<file path="src/rtl/mips_fetch_queue.sv">
// Instruction fetch unit with a small in-order queue feeding the ID stage.
// One outstanding memory request at a time; redirects flush the queue and squash in-flight data.
module mips_fetch_queue #(
  parameter int unsigned DEPTH    = 4,
  parameter logic [31:0] RESET_PC = 32'h0
) (
  input  logic                       clk,
  input  logic                       rst_n,
  output logic                       imem_req,
  output logic [31:0]                imem_addr,
  input  logic                       imem_ack,
  input  logic [31:0]                imem_rdata,
  input  logic                       redirect,
  input  logic [31:0]                redirect_pc,
  input  logic                       halt,
  output logic                       id_valid,
  input  logic                       id_ready,
  output logic [31:0]                id_ir,
  output logic [31:0]                id_npc,
  output logic [$clog2(DEPTH):0]     count
);

  localparam int unsigned AW = $clog2(DEPTH);
  localparam int unsigned CW = AW + 1;

  typedef enum logic [1:0] {StIdle, StWait, StDrop} state_e;

  state_e          state_q, state_d;
  logic [31:0]     fetch_pc_q, fetch_pc_d;
  logic            req_q, req_d;
  logic [31:0]     addr_q, addr_d;
  logic [CW-1:0]   count_q, count_d, count_nx;
  logic [AW-1:0]   rd_ptr_q, rd_ptr_d, wr_ptr_q, wr_ptr_d;
  logic [31:0]     mem_ir_q  [DEPTH];
  logic [31:0]     mem_npc_q [DEPTH];
  logic            push, pop, issue_ok;

  always_comb begin
    push     = (state_q == StWait) && imem_ack && !redirect;
    pop      = (count_q != '0) && id_ready && !redirect;
    count_nx = count_q + CW'(push) - CW'(pop);
    // Issue only if the queue will still have room for the word being requested.
    issue_ok = !halt && !redirect && (count_nx < CW'(DEPTH));

    state_d    = state_q;
    fetch_pc_d = fetch_pc_q;
    req_d      = req_q;
    addr_d     = addr_q;
    count_d    = count_nx;
    rd_ptr_d   = rd_ptr_q + AW'(pop);
    wr_ptr_d   = wr_ptr_q + AW'(push);

    if (redirect) begin
      count_d    = '0;
      rd_ptr_d   = '0;
      wr_ptr_d   = '0;
      fetch_pc_d = redirect_pc;
    end

    case (state_q)
      StIdle: begin
        if (issue_ok) begin
          state_d = StWait;
          req_d   = 1'b1;
          addr_d  = fetch_pc_q;
        end
      end
      StWait: begin
        if (imem_ack) begin
          if (!redirect) fetch_pc_d = addr_q + 32'd1;
          if (issue_ok) begin
            addr_d = addr_q + 32'd1;
          end else begin
            state_d = StIdle;
            req_d   = 1'b0;
          end
        end else if (redirect) begin
          state_d = StDrop;
        end
      end
      StDrop: begin
        // Stale word returns here and is thrown away.
        if (imem_ack) begin
          state_d = StIdle;
          req_d   = 1'b0;
        end
      end
      default: begin
        state_d = StIdle;
        req_d   = 1'b0;
      end
    endcase
  end

  always_ff @(posedge clk or negedge rst_n) begin
    if (!rst_n) begin
      state_q    <= StIdle;
      fetch_pc_q <= RESET_PC;
      req_q      <= 1'b0;
      addr_q     <= RESET_PC;
      count_q    <= '0;
      rd_ptr_q   <= '0;
      wr_ptr_q   <= '0;
    end else begin
      state_q    <= state_d;
      fetch_pc_q <= fetch_pc_d;
      req_q      <= req_d;
      addr_q     <= addr_d;
      count_q    <= count_d;
      rd_ptr_q   <= rd_ptr_d;
      wr_ptr_q   <= wr_ptr_d;
    end
  end

  always_ff @(posedge clk) begin
    if (push) begin
      mem_ir_q[wr_ptr_q]  <= imem_rdata;
      mem_npc_q[wr_ptr_q] <= addr_q + 32'd1;
    end
  end

  // Storage is not reset, so the head is masked to zero while empty.
  always_comb begin
    imem_req  = req_q;
    imem_addr = addr_q;
    count     = count_q;
    id_valid  = (count_q != '0);
    id_ir     = id_valid ? mem_ir_q[rd_ptr_q]  : 32'h0;
    id_npc    = id_valid ? mem_npc_q[rd_ptr_q] : 32'h0;
  end

endmodule

</file>
<file path="config.mk">
export PLATFORM = sky130hd
export DESIGN_NAME = mips_fetch_queue
export DESIGN_NICKNAME = d
export VERILOG_FILES = /design/src/rtl/mips_fetch_queue.sv
export SDC_FILE = /design/constraint.sdc
export NUM_CORES = 1
export LEC_CHECK = 0
export CORE_ASPECT_RATIO = 0.5
export CORE_UTILIZATION = 50
export DETAILED_ROUTE_END_ITERATION = 12
export PLACE_DENSITY = 0.81
export SYNTH_ARGS = -nofsm -noshare
export SYNTH_HDL_FRONTEND = slang
export SYNTH_SLANG_ARGS = --single-unit
</file>
<file path="constraint.sdc">
create_clock -name clk -period 6.1 [get_ports clk]
set_input_delay 1.525 -clock clk [delete_from_list [all_inputs] [get_ports clk]]
set_output_delay 1.525 -clock clk [all_outputs]
set_load 0.05 [all_outputs]
</file>
==> results of run 1 <==
## per-stage QoR
stage          util (%)  hold slack [ps]  total power (W)  instances
6_report           62.0              543          0.00788       1475
4_1_cts            62.0              550          0.00790       1475
5_1_grt            62.0              593          0.00816       1475
3_5_place_dp       58.6              520          0.00607       1418
3_3_place_gp       58.6              496          0.00599       1418
2_1_floorplan         -              473          0.00504        914
## worst register-to-register path: stages (launching register included)
cell and delay [ps]:
dfrtp_1 410, or3_2 1030, and3b_1 470, ha_1 290
inv_1 60, ha_1 130, inv_1 50, fa_1 370
xor3_1 270, and3b_1 800, o21ai_0 250, nand2_1 140
o21ai_0 90
## Yosys cell counts, types with 5 or more instances
master | number | share of area (%)
mux4_2 | 64 | 10
a221o_1 | 8 | 0.57
clkbuf_1 | 40 | 1.1
inv_1 | 11 | 0.29
xnor2_1 | 21 | 1.3
nor2b_1 | 8 | 0.35
nand4b_1 | 7 | 0.43
o22ai_1 | 13 | 0.57
nor3b_1 | 16 | 0.85
a21oi_1 | 38 | 1.3
and3_1 | 13 | 0.57
edfxtp_1 | 256 | 54
nand3_1 | 18 | 0.64
nor2_1 | 28 | 0.74
nand2_1 | 55 | 1.5
a2bb2oi_1 | 14 | 0.87
nand4_1 | 12 | 0.53
dfrtp_1 | 74 | 13
and2_1 | 68 | 3.0
or4_1 | 6 | 0.32
xor2_1 | 11 | 0.68
buf_1 | 9 | 0.24
buf_2 | 11 | 0.39
nor3_1 | 7 | 0.25
o21ai_0 | 36 | 1.3
mux2i_1 | 10 | 0.71
ha_1 | 5 | 0.44
nand2b_1 | 5 | 0.22
## worst min path at each step
stage,depth (start not counted),end,from
2_1_floorplan,1,state_q[0]$_DFFE_PN0P_,state_q[1]$_DFFE_PN0P_
3_3_place_gp,2,imem_addr[9]$_DFFE_PN0P_,fetch_pc_q[9]$_DFF_PN0_
3_5_place_dp,2,imem_addr[9]$_DFFE_PN0P_,fetch_pc_q[9]$_DFF_PN0_
4_1_cts,2,imem_addr[1]$_DFFE_PN0P_,fetch_pc_q[1]$_DFF_PN0_
5_1_grt,2,imem_req$_DFFE_PN0P_,imem_req$_DFFE_PN0P_
6_report,2,imem_addr[1]$_DFFE_PN0P_,fetch_pc_q[1]$_DFF_PN0_
## sequential cells by signal, indices dropped and copies added, names as in the netlist, 2 cells and up
name	count
rd_ptr_q	2
mem_ir_q	128
state_q	2
fetch_pc_q	32
wr_ptr_q	2
imem_addr	32
mem_npc_q	128
count	3
## power by group
group / internal, W / switching [W]
clock: 0.00103 / 0.000802
sequential: 0.00275 / 0.000306
combinational: 0.00104 / 0.00194
## routing by layer
layer	share of wire, %	wire, um
met5	0	0
met4	2.3	756
met3	5.5	1800
met2	52	17000
met1	40	13100
## kinds of logic (layout without fill, tap and decap cells)
kind of cell,after synthesis,in the layout
AO/OA/AOI/OAI,129,129
XOR/XNOR,33,33
adder cells (fa/ha/maj),6,6
buffers and inverters,74,253
flip-flops,330,330
multiplexers,74,74
AND/OR/NAND/NOR,268,268
## area by class of cell
| cell class | instances | area, sq um |
|---|---|---|
| Clock buffer | 48 | 880 |
| Clock inverter | 9 | 73.8 |
| Fill cell | 2002 | 10600 |
| Inverter | 11 | 41.3 |
| Multi-Input combinational cell | 510 | 4360 |
| Sequential cell | 330 | 9540 |
| Tap cell | 382 | 478 |
| Timing Repair Buffer | 185 | 1830 |
==> impl_metrics.ini, run 1 <==
[outcome]
outcome = completed

[global_route]
antenna_found_initial = 0
grt_overflow_total = 0
globalRouteMet3Util_pct = 3.09
grtUsageMet2_pct = 40.2
top_usage_layer = met2
grt_pass1_wl_um = 50100
first_global_vias = 8722
grt_max_degree = 75
track_usage_pct = 22.8
grt.met1_usage_pct = 30.1

[setup_path]
arrival_ps = 3260
critPathLaunch = rd_ptr_q[0]$_DFF_PN0_
criticalPathCategory = flip-flop to primary output
r2r_end = imem_addr[12]$_DFFE_PN0P_
startpoint_type = flip-flop
cp-end-kind = primary output
cp.depth = 4
endpoint = id_npc[10]
crit_family = buffers and inverters
worst-r2r-setup-slack_ps = 1630
cp_slowest_cell = dfrtp_4
slowest_delay_ps = 750
crit_required_ps = 4580
cp_max_fo = 45
r2r_start = count[0]$_DFF_PN0_
cp_cell_sequence = buf_12 > mux4_2 > and2_1 > clkdlybuf4s50_1
r2r.worst_path.cells = 12
cp_num_buf_inv = 2

[synth]
avgSynthCellArea_sq_um = 15.5
ys_warn_count = 0
seq_area_frac_synth_pct = 67.4
netlist_area_sq_um = 14200
yosysUniqueCellTypes = 56
synth_ff_type = edfxtp_1
synth-xor-area-share_pct = 2.15
synth-simple-area-share_pct = 11.2
syn_inst = 914
synth-edff-count = 256
synth-compound-area-share_pct = 5.70
synth_top_family_by_area = simple AND/OR/NAND/NOR gates
synth.area.mux_share_pct = 10.9
ys_ff_latch = 330
ys_async_sr_fraction_pct = 22.4
synth_fa_ha_area_share_pct = 0.583
syn_nets = 990

[floorplan]
die_area_sq_um = 29000
fp.dieH_um = 121
start_util_pct = 51.0
rows = 43
pin_count = 171
coreArea_sq_um = 27800
die_width_um = 240

[clocking]
cts_tree = built
clock_sinks = 330
h-tree-depth = 1
cts_buffer_depth = 3
cts-root-buf = clkbuf_16
ctsResizeCount = 0
clkLatencyLatePin_ps = 560
cts-hold-fix-buffers = 0
numCtsBuffers = 31
postCtsSetupRepairBufs = 0
clk_pin_slew_ps = 70

[pwr]
cellPowerDensity_nw_per_um2 = 458
p_leak_nw = 5.88
ir_worst_vdd_mv = 0.255

[route]
drtAntennaViolNets = 0
num_vias = 8741
viasPerCell = 5.93
drcViolationCount = 0
drtIter0Drc = 948
drtPass1Iterations = 6
wl_per_cell_um = 22.1
wl_um = 32700

[hold_path]
min_path_type = flip-flop to flip-flop

[place]
gp_congestion = 0.791
hpwl_um = 20200
pre_cts_slack_ps = 1080
port-buffer-count = 170
placed_cell_area_sq_um = 16300

[layout]
drive_gt1_share_pct = 12.9
areaGrowthSynthToFinish_pct = 21.6
final_cell_mix = 256 x edfxtp_1, 168 x clkdlybuf4s50_1, 72 x dfrtp_1
fin_area_sq_um = 17200
layout_commonest_cell = edfxtp_1
fin_nets = 1145
antenna-diode-count = 0

[sta]
relSlewSlack_pct = 10.1
setup_viol = 0
tns_ps = 0
timing.final.crit_share_pct = 78.4
rsz0062_at_grt = false
worst_slack_ps = 1320
slew_violations = 0
fin_worst_skew_ps = 17.9
fmax_mhz = 209
worst_slew_pin_slew_ps = 1350
finalHoldViolCount = 0
fin_crit_ps = 4780

[job]
drv_cap = 0
Power figures use the tool's default switching activity.
==> run 2, diff against run 1 <==
==> constraint.sdc (replaced) <==
create_clock -name clk -period 4.3 [get_ports clk]
set_input_delay 1.075 -clock clk [delete_from_list [all_inputs] [get_ports clk]]
set_output_delay 1.075 -clock clk [all_outputs]
set_load 0.05 [all_outputs]
==> impl_metrics.ini, run 2 (synthesis gave the netlist of run 1 again) <==
[outcome]
outcome = completed

[place]
hpwl_um = 20500
place_inst = 1428
placed_cell_area_sq_um = 16400
gp_congestion = 0.837
port-buffer-count = 170

[setup_path]
r2r_end = imem_addr[18]$_DFFE_PN0P_
r2r.worst_path.cells = 13
cp_cell_sequence = or3_2 > buf_4 > and2_1 > clkdlybuf4s50_1
critPathLaunch = count[1]$_DFF_PN0_
cp_slowest_cell = or3_2
cp-end-kind = primary output
crit_required_ps = 3220
cp_max_fo = 37
worst-r2r-setup-slack_ps = 560
r2r_start = count[1]$_DFF_PN0_
slowest_delay_ps = 760
arrival_ps = 3090
startpoint_type = flip-flop
criticalPathCategory = flip-flop to primary output

[route]
viasPerCell = 5.85
wl_um = 32100
num_vias = 8674
drcViolationCount = 0
drtAntennaViolNets = 0
wl_per_cell_um = 21.7
drtPass1Iterations = 5
drtIter0Drc = 810

[global_route]
antenna_found_initial = 1
grt_overflow_total = 0
track_usage_pct = 22.4
grt_max_degree = 75
first_global_vias = 8797
grt_pass1_wl_um = 49400

[clocking]
clk_pin_slew_ps = 60
cts-root-buf = clkbuf_16
h-tree-depth = 1
clock_sinks = 330
cts_tree = built
clkLatencyLatePin_ps = 550
cts_buffer_depth = 3
cts-hold-fix-buffers = 0
numCtsBuffers = 29
postCtsSetupRepairBufs = 0
ctsResizeCount = 0

[floorplan]
die_width_um = 240
rows = 43
coreArea_sq_um = 27800
die_area_sq_um = 29000
fp.dieH_um = 121
pin_count = 171
start_util_pct = 51.0

[job]
drv_cap = 0

[pwr]
p_leak_nw = 5.94
p_sw_w = 0.00433
power.internal_w = 0.00694
p_sw_share_pct = 38.4
cellPowerDensity_nw_per_um2 = 649
p_comb_share_pct = 37.7
ir_worst_vdd_mv = 0.337
seq_power_share_pct = 38.5
clkPwrFrac_pct = 23.8

[layout]
fin_area_sq_um = 17400
drive_gt1_share_pct = 14.2
fin_nets = 1153
reg.largest.list = mem_ir_q x128, mem_npc_q x128
layout_commonest_cell = edfxtp_1
instances_no_fill = 1482
nFillCells = 1968
areaGrowthSynthToFinish_pct = 22.6
final_cell_mix = 256 x edfxtp_1, 168 x clkdlybuf4s50_1, 72 x dfrtp_1

[hold_path]
min_path_type = flip-flop to flip-flop
hold_depth = 2
min_to = imem_addr[9]$_DFFE_PN0P_
hold_start = fetch_pc_q[9]$_DFF_PN0_

[sta]
setup_viol = 0
slew_violations = 0
finalHoldViolCount = 0
worst_slew_pin_slew_ps = 1280
rsz0062_at_grt = false
tns_ps = 0
timing.final.crit_share_pct = 96.9
fin_crit_ps = 4170
fmax_mhz = 240
fin_worst_skew_ps = 11.2
relSlewSlack_pct = 14.4
run 2: cell types whose count changed in the layout (fill, tap and decap cells not counted), sizes merged:
cell      change
buf          +10
clkbuf        -9
bufinv        +2
clkinvlp      +2
clkinv        +1
diode         +1
run 2: per-stage QoR:
| stage | util (%) | worst slack [ps] | total power, W | hold slack (ps) |
|---|---|---|---|---|
| after global routing | 62.5 | 22.8 | 0.0117 | 592 |
| after detailed placement | 59.0 | 224 | 0.00864 | 546 |
| after global placement | 59.0 | 299 | 0.00853 | 510 |
| after floorplan | - | 116 | 0.00715 | 473 |
| after CTS | 62.5 | 114 | 0.0113 | 548 |
| final | 62.5 | 135 | 0.0113 | 558 |
run 2: worst max-delay path by stage:
stage          cells past startpoint                   endpoint
2_1_floorplan                      5   mem_ir_q[1][0]$_DFFE_PP_
3_3_place_gp                      15  imem_addr[18]$_DFFE_PN0P_
5_1_grt                            4                 id_npc[31]
6_report                           4                 id_npc[31]
3_5_place_dp                      15  imem_addr[18]$_DFFE_PN0P_
4_1_cts                            4                 id_npc[31]
run 2: power groups by stage:
stage / clock, W / combinational [W] / sequential (W)
after floorplan: 0 / 0.00242 / 0.00473
after global placement: 0 / 0.00416 / 0.00436
after detailed placement: 0 / 0.00425 / 0.00439
after CTS: 0.00271 / 0.00428 / 0.00433
after global routing: 0.00283 / 0.00449 / 0.00438
final: 0.00268 / 0.00426 / 0.00434
run 2: layout make-up:
| type | instances | area [sq um] | share of cell area, % |
|---|---|---|---|
| flip-flops and latches | 330 | 9550 | 55.0 |
| multi-input cells | 510 | 4360 | 25.1 |
| repair buffers | 195 | 1940 | 11.2 |
| clock buffers | 39 | 823 | 4.74 |
| well taps | 382 | 478 | 2.75 |
| clock inverters | 14 | 159 | 0.915 |
| inverters | 11 | 41.3 | 0.238 |
| diodes | 1 | 2.50 | 0.0144 |
run 2: per-layer routing:
metal  vias up  track usage, %  part of all wire (%)
li1       3854               -                     -
met2       314            37.3                    50
met3        68            3.84                   5.7
met1      4438            29.8                    41
met5         -               0                     0
met4         0            8.08                   3.7
run 2: worst max-delay path: cells and delay by family, from the launching register on:
family	cells	cell delay [ps]
buffers and inverters	2	1090
and+or+nand+nor	2	1000
DFF	1	440
==> run 3, diff against run 2 <==
--- a/config.mk
+++ b/config.mk
@@ -9,6 +9,8 @@
 export CORE_UTILIZATION = 50
 export DETAILED_ROUTE_END_ITERATION = 12
 export PLACE_DENSITY = 0.81
+export RECOVER_POWER = 50
+export SKIP_CTS_REPAIR_TIMING = 1
 export SYNTH_ARGS = -nofsm -noshare
 export SYNTH_HDL_FRONTEND = slang
 export SYNTH_SLANG_ARGS = --single-unit
==> impl_metrics.ini, run 3 (synthesis gave the netlist of run 1 again) <==
[job]
drv_cap = 5

[setup_path]
r2r_end = fetch_pc_q[5]$_DFF_PN0_
startpoint_type = flip-flop
crit_family = buffers and inverters
arrival_ps = 3080
r2r.worst_path.cells = 6
cp.depth = 4
cp_max_fo = 37
cp_slowest_cell = or3_2
cp-end-kind = primary output
cp_cell_sequence = or3_2 > buf_4 > and2_1 > clkdlybuf4s50_1
r2r_start = state_q[0]$_DFFE_PN0P_
endpoint = id_npc[31]
slowest_delay_ps = 760
criticalPathCategory = flip-flop to primary output
cp_num_buf_inv = 2
worst-r2r-setup-slack_ps = 300
crit_required_ps = 3220
critPathLaunch = count[1]$_DFF_PN0_

[global_route]
grt_max_degree = 75
grt_overflow_total = 0
antenna_found_initial = 2
track_usage_pct = 22.4
grt_pass1_wl_um = 49400
grtUsageMet2_pct = 37.3
grt.met1_usage_pct = 29.8
top_usage_layer = met2
globalRouteMet3Util_pct = 3.84
first_global_vias = 8797

[sta]
tns_ps = 0
worst_slack_ps = 143
setup_viol = 0
timing.final.crit_share_pct = 96.7
finalHoldViolCount = 0
fmax_mhz = 241
fin_crit_ps = 4160
rsz0062_at_grt = false
relSlewSlack_pct = -37.5
fin_worst_skew_ps = 11.8
slew_violations = 180
worst_slew_pin_slew_ps = 2040

[place]
port-buffer-count = 170
place_inst = 1428
pre_cts_slack_ps = 224
gp_congestion = 0.837
hpwl_um = 20500

[clocking]
numCtsBuffers = 29
h-tree-depth = 1
cts_tree = built
cts-root-buf = clkbuf_16
clk_pin_slew_ps = 70
cts_buffer_depth = 3
clkLatencyLatePin_ps = 550
clock_sinks = 330

[floorplan]
fp.dieH_um = 121
rows = 43
die_area_sq_um = 29000
pin_count = 171
start_util_pct = 51.0
coreArea_sq_um = 27800
die_width_um = 240

[layout]
layout_commonest_cell = edfxtp_1
fin_nets = 1153
instances_no_fill = 1483
drive_gt1_share_pct = 13.1
reg.largest.list = mem_ir_q x128, mem_npc_q x128
final_cell_mix = 256 x edfxtp_1, 135 x clkdlybuf4s50_1, 72 x dfrtp_1
areaGrowthSynthToFinish_pct = 22.0
final_util_pct = 62.2

[route]
wl_um = 32000
drtPass1Iterations = 7
viasPerCell = 5.83
wl_per_cell_um = 21.6
drtAntennaViolNets = 0
num_vias = 8645
drcViolationCount = 0
drtIter0Drc = 781

[outcome]
outcome = finished with violations
violations = max-capacitance violations, max-slew violations

[pwr]
cellPowerDensity_nw_per_um2 = 652
p_leak_nw = 5.90
p_total_w = 0.0113
ir_worst_vdd_mv = 0.337

[hold_path]
min_path_type = flip-flop to flip-flop
run 3: cell count changes in the layout (fill, tap and decap cells not counted), sizes merged:
cell	previous run	this run
clkbuf	39	46
buf	27	20
clkdlybuf4s50	168	135
diode	1	2
dlygate4sd3	0	33
run 3: cell type report:
cell class,count,area (sq um)
inverter,11,41.3
clock inverter,14,159
multi-input combinational,510,4300
timing repair buffer,195,1920
tap,382,478
fill,1982,10500
sequential,330,9550
antenna,2,5.00
clock buffer,39,823
run 3: routing by layer:
| metal | vias up | wire length [um] |
|---|---|---|
| li1 | 3853 | - |
| met1 | 4436 | 13300 |
| met2 | 287 | 15800 |
| met3 | 69 | 1710 |
| met4 | 0 | 1190 |
| met5 | - | 0 |
run 3: worst min path at each step:
| stage | startpoint | to | cells after the start |
|---|---|---|---|
| 2_1_floorplan | state_q[1]$_DFFE_PN0P_ | state_q[0]$_DFFE_PN0P_ | 1 |
| 3_5_place_dp | fetch_pc_q[1]$_DFF_PN0_ | imem_addr[1]$_DFFE_PN0P_ | 2 |
| 5_1_grt | state_q[1]$_DFFE_PN0P_ | state_q[0]$_DFFE_PN0P_ | 1 |
| 4_1_cts | fetch_pc_q[1]$_DFF_PN0_ | imem_addr[1]$_DFFE_PN0P_ | 2 |
| 6_report | state_q[1]$_DFFE_PN0P_ | state_q[0]$_DFFE_PN0P_ | 1 |
| 3_3_place_gp | fetch_pc_q[9]$_DFF_PN0_ | imem_addr[9]$_DFFE_PN0P_ | 2 |
run 3: report_power, final:
group | switching (W) | total, W | internal (W) | leakage, nW
registers | 0.000430 | 0.00434 | 0.00391 | 3.21
logic | 0.00274 | 0.00423 | 0.00150 | 2.21
clock network | 0.00116 | 0.00268 | 0.00153 | 0.479
total | 0.00433 | 0.0113 | 0.00693 | 5.90
run 3: worst reg2reg max path, delay by kind of cell, from the launching register on:
kind                   cells  cell delay [ps]
buffers and inverters      2             1760
and+or+nand+nor            2             1210
AOI/OAI and AO/OA          1              100
DFF                        1              570
muxes                      1              230
run 3: through the flow:
step,instance area (sq um),hold WS [ps]
after floorplan,14200,473
after global placement,16400,510
after detailed placement,16400,546
after CTS,17400,548
after global routing,17300,558
final,17300,551
